$ cat config.mk
export PLATFORM = sky130hd
export DESIGN_NAME = multicycle_control_fsm
export DESIGN_NICKNAME = d
export VERILOG_FILES = /design/src/rtl/riscv_ctrl_pkg.sv /design/src/rtl/mem_wait_timer.sv /design/src/rtl/multicycle_control_fsm.sv
export SDC_FILE = /design/constraint.sdc
export NUM_CORES = 1
export LEC_CHECK = 0
export ABC_AREA = 1
export CAP_MARGIN = 5
export CORE_MARGIN = 5
export CORE_UTILIZATION = 35
export CTS_CLUSTER_SIZE = 28
export DETAILED_ROUTE_END_ITERATION = 6
export GPL_TIMING_DRIVEN = 0
export SKIP_LAST_GASP = 1
export SLEW_MARGIN = 20
export SYNTH_ARGS = -nofsm -noshare
export SYNTH_HDL_FRONTEND = slang
export SYNTH_HIERARCHICAL = 1
export SYNTH_SLANG_ARGS = --single-unit
export TNS_END_PERCENT = 100
$ cat constraint.sdc
create_clock -name clk -period 2.2 [get_ports clk]
set_input_delay 0.33 -clock clk [delete_from_list [all_inputs] [get_ports clk]]
set_output_delay 0.33 -clock clk [all_outputs]
set_load 0.005 [all_outputs]
$ cat src/rtl/riscv_ctrl_pkg.sv
// Shared definitions for the multi-cycle RISC-V control sequencer.
//   - Opcode constants for the supported instruction classes
//   - ALU operation encodings driven on aluop
//   - Sequencer state encodings (also visible on state_dbg)
//   - Instruction-class encoding latched in DECODE, plus decode and
//     ALU-control helper functions
package riscv_ctrl_pkg;

  localparam logic [6:0] OP_RTYPE  = 7'b0110011;
  localparam logic [6:0] OP_IALU   = 7'b0010011;
  localparam logic [6:0] OP_LOAD   = 7'b0000011;
  localparam logic [6:0] OP_STORE  = 7'b0100011;
  localparam logic [6:0] OP_BRANCH = 7'b1100011;
  localparam logic [6:0] OP_SYSTEM = 7'b1110011;

  localparam logic [1:0] ALUOP_ADD   = 2'b00;
  localparam logic [1:0] ALUOP_SUB   = 2'b01;
  localparam logic [1:0] ALUOP_FUNCT = 2'b10;

  localparam logic [2:0] ST_IDLE   = 3'd0;
  localparam logic [2:0] ST_FETCH  = 3'd1;
  localparam logic [2:0] ST_DECODE = 3'd2;
  localparam logic [2:0] ST_EXEC   = 3'd3;
  localparam logic [2:0] ST_MEM    = 3'd4;
  localparam logic [2:0] ST_WB     = 3'd5;
  localparam logic [2:0] ST_HALT   = 3'd6;
  localparam logic [2:0] ST_FAULT  = 3'd7;

  typedef enum logic [2:0] {
    CLS_NONE    = 3'd0,
    CLS_RTYPE   = 3'd1,
    CLS_IALU    = 3'd2,
    CLS_LOAD    = 3'd3,
    CLS_STORE   = 3'd4,
    CLS_BRANCH  = 3'd5,
    CLS_SYSTEM  = 3'd6,
    CLS_ILLEGAL = 3'd7
  } instr_class_t;

  function automatic instr_class_t decode_class(input logic [6:0] op);
    case (op)
      OP_RTYPE:  return CLS_RTYPE;
      OP_IALU:   return CLS_IALU;
      OP_LOAD:   return CLS_LOAD;
      OP_STORE:  return CLS_STORE;
      OP_BRANCH: return CLS_BRANCH;
      OP_SYSTEM: return CLS_SYSTEM;
      default:   return CLS_ILLEGAL;
    endcase
  endfunction

  // Returns {alusrc, aluop[1:0]} for a class; held from EXEC through WB.
  function automatic logic [2:0] alu_ctrl(input instr_class_t cls);
    case (cls)
      CLS_RTYPE:           return {1'b0, ALUOP_FUNCT};
      CLS_IALU:            return {1'b1, ALUOP_FUNCT};
      CLS_LOAD, CLS_STORE: return {1'b1, ALUOP_ADD};
      CLS_BRANCH:          return {1'b0, ALUOP_SUB};
      default:             return 3'b000;
    endcase
  endfunction

endpackage

$ cat src/rtl/mem_wait_timer.sv
// Wait-cycle counter for memory handshakes.
//   clk     : clock, rising edge
//   rst     : asynchronous active-high reset
//   clear   : restart the count from zero (entry into a waiting state)
//   enable  : count one more idle cycle
//   timeout : count has reached TIMEOUT_CYCLES-1
module mem_wait_timer #(
  parameter int TIMEOUT_CYCLES = 16
) (
  input  logic clk,
  input  logic rst,
  input  logic clear,
  input  logic enable,
  output logic timeout
);

  localparam logic [7:0] LIMIT = 8'(TIMEOUT_CYCLES - 1);

  logic [7:0] cnt;

  // Count stops at LIMIT so it can never wrap back below the threshold.
  always_ff @(posedge clk or posedge rst) begin
    if (rst) begin
      cnt <= 8'd0;
    end else if (clear) begin
      cnt <= 8'd0;
    end else if (enable && (cnt != LIMIT)) begin
      cnt <= cnt + 8'd1;
    end
  end

  assign timeout = (cnt == LIMIT);

endmodule

$ cat src/rtl/multicycle_control_fsm.sv
// Multi-cycle control sequencer for the 64-bit RISC-V datapath.
// Steps each instruction through FETCH/DECODE/EXEC/MEM/WB and drives the
// datapath enables; HALT (SYSTEM) and FAULT (bad opcode / memory timeout)
// are sticky until reset.
//   clk, reset          : clock and asynchronous active-high reset
//   start               : leave IDLE
//   opcode              : instruction[6:0], sampled in DECODE only
//   zero                : ALU zero flag for beq
//   mem_ready           : memory finished the current request
//   instr_req, ir_write : instruction fetch request / IR load
//   pc_write, pc_src    : pc update and source select (1 = branch target)
//   regwrite, memtoreg  : register writeback enable / select memory data
//   memread, memwrite   : data memory request
//   alusrc, aluop       : ALU operand-B select and operation class
//   busy, halted, fault : status
//   state_dbg           : current state encoding
//   instr_count         : retired instruction count (wraps)
module multicycle_control_fsm
  import riscv_ctrl_pkg::*;
#(
  parameter int TIMEOUT_CYCLES = 16
) (
  input  logic        clk,
  input  logic        reset,
  input  logic        start,
  input  logic [6:0]  opcode,
  input  logic        zero,
  input  logic        mem_ready,
  output logic        instr_req,
  output logic        ir_write,
  output logic        pc_write,
  output logic        pc_src,
  output logic        regwrite,
  output logic        memread,
  output logic        memwrite,
  output logic        memtoreg,
  output logic        alusrc,
  output logic [1:0]  aluop,
  output logic        busy,
  output logic        halted,
  output logic        fault,
  output logic [2:0]  state_dbg,
  output logic [31:0] instr_count
);

  logic [2:0]   state_q;
  logic [2:0]   state_d;
  instr_class_t cls_q;
  instr_class_t dec_cls;
  logic         tmo;
  logic         wait_clear;
  logic         wait_en;

  assign dec_cls = decode_class(opcode);

  // The wait count restarts only when a waiting state is newly entered,
  // not while it is being held.
  assign wait_clear = ((state_d == ST_FETCH) && (state_q != ST_FETCH)) ||
                      ((state_d == ST_MEM)   && (state_q != ST_MEM));
  assign wait_en    = ((state_q == ST_FETCH) || (state_q == ST_MEM)) && !mem_ready;

  mem_wait_timer #(
    .TIMEOUT_CYCLES(TIMEOUT_CYCLES)
  ) u_wait_timer (
    .clk    (clk),
    .rst    (reset),
    .clear  (wait_clear),
    .enable (wait_en),
    .timeout(tmo)
  );

  always_ff @(posedge clk or posedge reset) begin
    if (reset) begin
      state_q <= ST_IDLE;
    end else begin
      state_q <= state_d;
    end
  end

  // Class is captured once in DECODE; opcode is don't-care afterwards.
  always_ff @(posedge clk or posedge reset) begin
    if (reset) begin
      cls_q <= CLS_NONE;
    end else if (state_q == ST_DECODE) begin
      cls_q <= dec_cls;
    end
  end

  always_ff @(posedge clk or posedge reset) begin
    if (reset) begin
      instr_count <= 32'd0;
    end else if (pc_write) begin
      instr_count <= instr_count + 32'd1;
    end
  end

  // mem_ready is tested before the timeout so a late completion wins.
  always_comb begin
    state_d = state_q;
    case (state_q)
      ST_IDLE:   if (start) state_d = ST_FETCH;
      ST_FETCH: begin
        if (mem_ready)  state_d = ST_DECODE;
        else if (tmo)   state_d = ST_FAULT;
      end
      ST_DECODE: begin
        case (dec_cls)
          CLS_SYSTEM:  state_d = ST_HALT;
          CLS_ILLEGAL: state_d = ST_FAULT;
          default:     state_d = ST_EXEC;
        endcase
      end
      ST_EXEC: begin
        case (cls_q)
          CLS_BRANCH:          state_d = ST_FETCH;
          CLS_LOAD, CLS_STORE: state_d = ST_MEM;
          default:             state_d = ST_WB;
        endcase
      end
      ST_MEM: begin
        if (mem_ready)  state_d = (cls_q == CLS_LOAD) ? ST_WB : ST_FETCH;
        else if (tmo)   state_d = ST_FAULT;
      end
      ST_WB:     state_d = ST_FETCH;
      default:   state_d = state_q;
    endcase
  end

  always_comb begin
    instr_req = 1'b0;
    ir_write  = 1'b0;
    pc_write  = 1'b0;
    pc_src    = 1'b0;
    regwrite  = 1'b0;
    memread   = 1'b0;
    memwrite  = 1'b0;
    memtoreg  = 1'b0;
    alusrc    = 1'b0;
    aluop     = ALUOP_ADD;
    busy      = 1'b0;
    halted    = 1'b0;
    fault     = 1'b0;
    case (state_q)
      ST_FETCH: begin
        busy      = 1'b1;
        instr_req = 1'b1;
        ir_write  = mem_ready;
      end
      ST_DECODE: busy = 1'b1;
      ST_EXEC: begin
        busy            = 1'b1;
        {alusrc, aluop} = alu_ctrl(cls_q);
        if (cls_q == CLS_BRANCH) begin
          pc_write = 1'b1;
          pc_src   = zero;
        end
      end
      ST_MEM: begin
        busy     = 1'b1;
        alusrc   = 1'b1;
        aluop    = ALUOP_ADD;
        memread  = (cls_q == CLS_LOAD);
        memwrite = (cls_q == CLS_STORE);
        pc_write = mem_ready && (cls_q == CLS_STORE);
      end
      ST_WB: begin
        busy            = 1'b1;
        {alusrc, aluop} = alu_ctrl(cls_q);
        regwrite        = 1'b1;
        memtoreg        = (cls_q == CLS_LOAD);
        pc_write        = 1'b1;
      end
      ST_HALT:  halted = 1'b1;
      ST_FAULT: fault  = 1'b1;
      default: ;
    endcase
  end

  assign state_dbg = state_q;

endmodule

==> flow_summary.json <==
{
  "fin_util": 0.469,
  "die_w_um": 105,
  "slew_headroom": 0.715,
  "rsz0062_at_grt": "true",
  "design_area_sq_um": 4090,
  "numCtsBuffers": 5,
  "yosys_warnings": 6,
  "first_pass_iters": 4,
  "crit_start": "state_dbg[0]$_DFF_PP0_",
  "design.final.nets": 551,
  "syn-instance-count": 462,
  "hold_ws_ns": 0.328,
  "yosys.area.top_type_share": 0.368,
  "port-buffer-count": 60,
  "vdd_drop_max_uv": 708,
  "ant_nets": 0,
  "reg2reg_depth": 15,
  "cts.reportedPaths.clkPinSlew_ns": 0.09,
  "skew_ns": 0.00942,
  "first_global_vias": 3152,
  "cp_num_buf_inv": 3,
  "clk_path_buf_depth": 2,
  "core_sq_um": 8720,
  "die_y_um": 105,
  "grt_max_degree": 22,
  "setup_ws_ns": 0.0598,
  "synth.ff_latch_count": 46,
  "hold_buffers": 0,
  "cts_tree": "done",
  "finalSetupViolations": 0,
  "n_antenna_cell": 0,
  "gp_congestion": 0.874,
  "drv_cap": 0,
  "synth_cell_types": 33,
  "p_per_area_nw_per_um2": 870,
  "overflow": 0,
  "worstReg2RegStart": "u_wait_timer/cnt[0]$_DFFE_PP0P_",
  "vias": 3135,
  "post-route-period-util": 0.973,
  "wirelength_mm": 8.27,
  "dieArea_sq_um": 10900,
  "synthesis.area_sq_um": 3130,
  "dp.cells": 631,
  "seq_area_frac_synth": 0.368,
  "grt_pass1_wl_mm": 14.1,
  "ioPinCount": 61,
  "pre_cts_slack_ns": -0.185,
  "htree_levels": 2,
  "synth_area_per_cell_sq_um": 6.77,
  "dp_hpwl_mm": 6.52,
  "crit_path_max_incr_delay_ns": 0.49,
  "drive_gt1_frac": 0.102,
  "initial_core_util": 0.359,
  "final_common_cell": "nand2_1",
  "run_status": "completed",
  "grt_usage": 0.152,
  "leakage_uw": 0.00187,
  "start_kind": "register",
  "drt_iter0_drc": 118,
  "endpoint_kind": "output pin",
  "hold_violations": 0,
  "fin_cells": 646,
  "tightestPinTransition_ns": 0.427,
  "cts.sinks": 46,
  "cts-root-buf": "clkbuf_8",
  "critPathTopFamily": "buffers and inverters",
  "worstPathMaxFanout": 6,
  "post_drt_wl_per_cell_um": 12.8,
  "synth_area_leaders": "dfrtp_1 (37%), nand2_1 (19%), nor2_1 (8.4%)",
  "cp.depth": 6,
  "timing.fmax_ghz": 0.467,
  "insertion_delay_ns": 0.30,
  "drv_slew": 0,
  "drcViolationCount": 0,
  "worstPathRequired_ns": 1.87,
  "min_period_ns": 2.14,
  "area_delta_synth_final_pct": 30.6,
  "post_drt_via_cell_ratio": 4.85,
  "hold_class": "in2async",
  "num_rows": 34,
  "mostFrequentLayoutCells": "nand2_1 (156), nor2_1 (69), clkdlybuf4s50_1 (59)",
  "yosysTopAreaCell": "dfrtp_1",
  "place_area_sq_um": 3890,
  "crit_type": "reg2out",
  "synth_nets": 476,
  "cp_slowest_cell": "clkdlybuf4s50_1",
  "antenna_found_initial": 0,
  "worstPathArrival_ns": 1.81,
  "path_cells": "buf_4, nand3_2, nand2_1, nand3_1, inv_1, clkdlybuf4s50_1"
}
==> routing by layer <==
| metal | vias up | GRT usage | part of all wire |
|---|---|---|---|
| met2 | 67 | 0.272 | 0.51 |
| met4 | 0 | 0.0453 | 0.0048 |
| li1 | 1602 | - | - |
| met1 | 1461 | 0.183 | 0.44 |
| met3 | 5 | 0.0321 | 0.044 |
| met5 | - | 0 | 0 |
==> synthesized netlist by cell type <==
cell / n
inv_2: 6
nor3_1: 11
o2111ai_1: 1
buf_2: 2
xor2_1: 14
nand4_1: 9
nor3b_1: 1
nand2_4: 1
a21oi_1: 6
clkinv_1: 1
a21boi_0: 1
xnor2_1: 7
nand2_2: 3
nor2_8: 2
a22oi_1: 1
nand3_1: 35
and3_1: 1
o21ai_1: 6
nor3_2: 2
a32oi_1: 1
or2_2: 1
dfrtp_1: 46
nand2_1: 157
nand3b_1: 4
o21bai_1: 1
nor2_4: 5
nor2_1: 70
nand2_8: 1
o21ai_0: 9
nand3_2: 3
buf_6: 1
ha_1: 2
inv_1: 51
==> final cells by class <==
class | instances | area (sq um)
fill | 889 | 4630
clock buffer | 7 | 86.3
sequential | 46 | 1150
tap | 108 | 135
clock inverter | 1 | 5.00
timing repair buffer | 69 | 691
inverter | 58 | 220
multi-input combinational | 355 | 1780
buffer | 2 | 16.3
==> flip-flops by register name (all words and copies together), names as in the netlist <==
| register | cells |
|---|---|
| cls_q | 3 |
| u_wait_timer/cnt | 8 |
| instr_count | 32 |
| state_dbg | 3 |
==> repair_timing <==
action,4_1_cts,5_1_grt
pin swaps,1,3
gates resized for setup,4,13
setup endpoints to repair,8,15
setup buffers,1,7
==> power breakdown <==
part / switching, uW / internal [uW] / total (uW)
sequential: 203 / 986 / 1190
combinational: 1040 / 784 / 1830
clock: 286 / 254 / 540
total: 1530 / 2020 / 3560
==> stage by stage <==
| step | power (uW) | setup TNS (ns) |
|---|---|---|
| 3_3_place_gp | 2800 | -0.479 |
| 4_1_cts | 3410 | -0.0615 |
| 2_1_floorplan | 2200 | 0 |
| 3_5_place_dp | 2830 | -0.881 |
| 6_report | 3560 | 0 |
| 5_1_grt | 3860 | -0.125 |
==> path summary, 6_finish.rpt <==
kind / slack (ns) / endpoint
max: 0.06 / aluop[1]
max in group asynchronous: 1.36 / state_dbg[0]$_DFF_PP0_
min: 0.33 / u_wait_timer/cnt[2]$_DFFE_PP0P_
max reg2reg: 0.15 / u_wait_timer/cnt[2]$_DFFE_PP0P_
min in group clk: 0.53 / instr_count[7]$_DFFE_PP0P_
min reg2reg: 0.53 / instr_count[7]$_DFFE_PP0P_
==> cell families after synthesis <==
family	after synthesis	share of synthesized area
AND/OR/NAND/NOR	306	0.443
flip-flops	46	0.368
XOR/XNOR	21	0.0588
adder cells (fa/ha/maj)	2	0.00800
AO/OA/AOI/OAI	26	0.0464
buffers and inverters	61	0.0764
(Power assumes the default switching activity.)
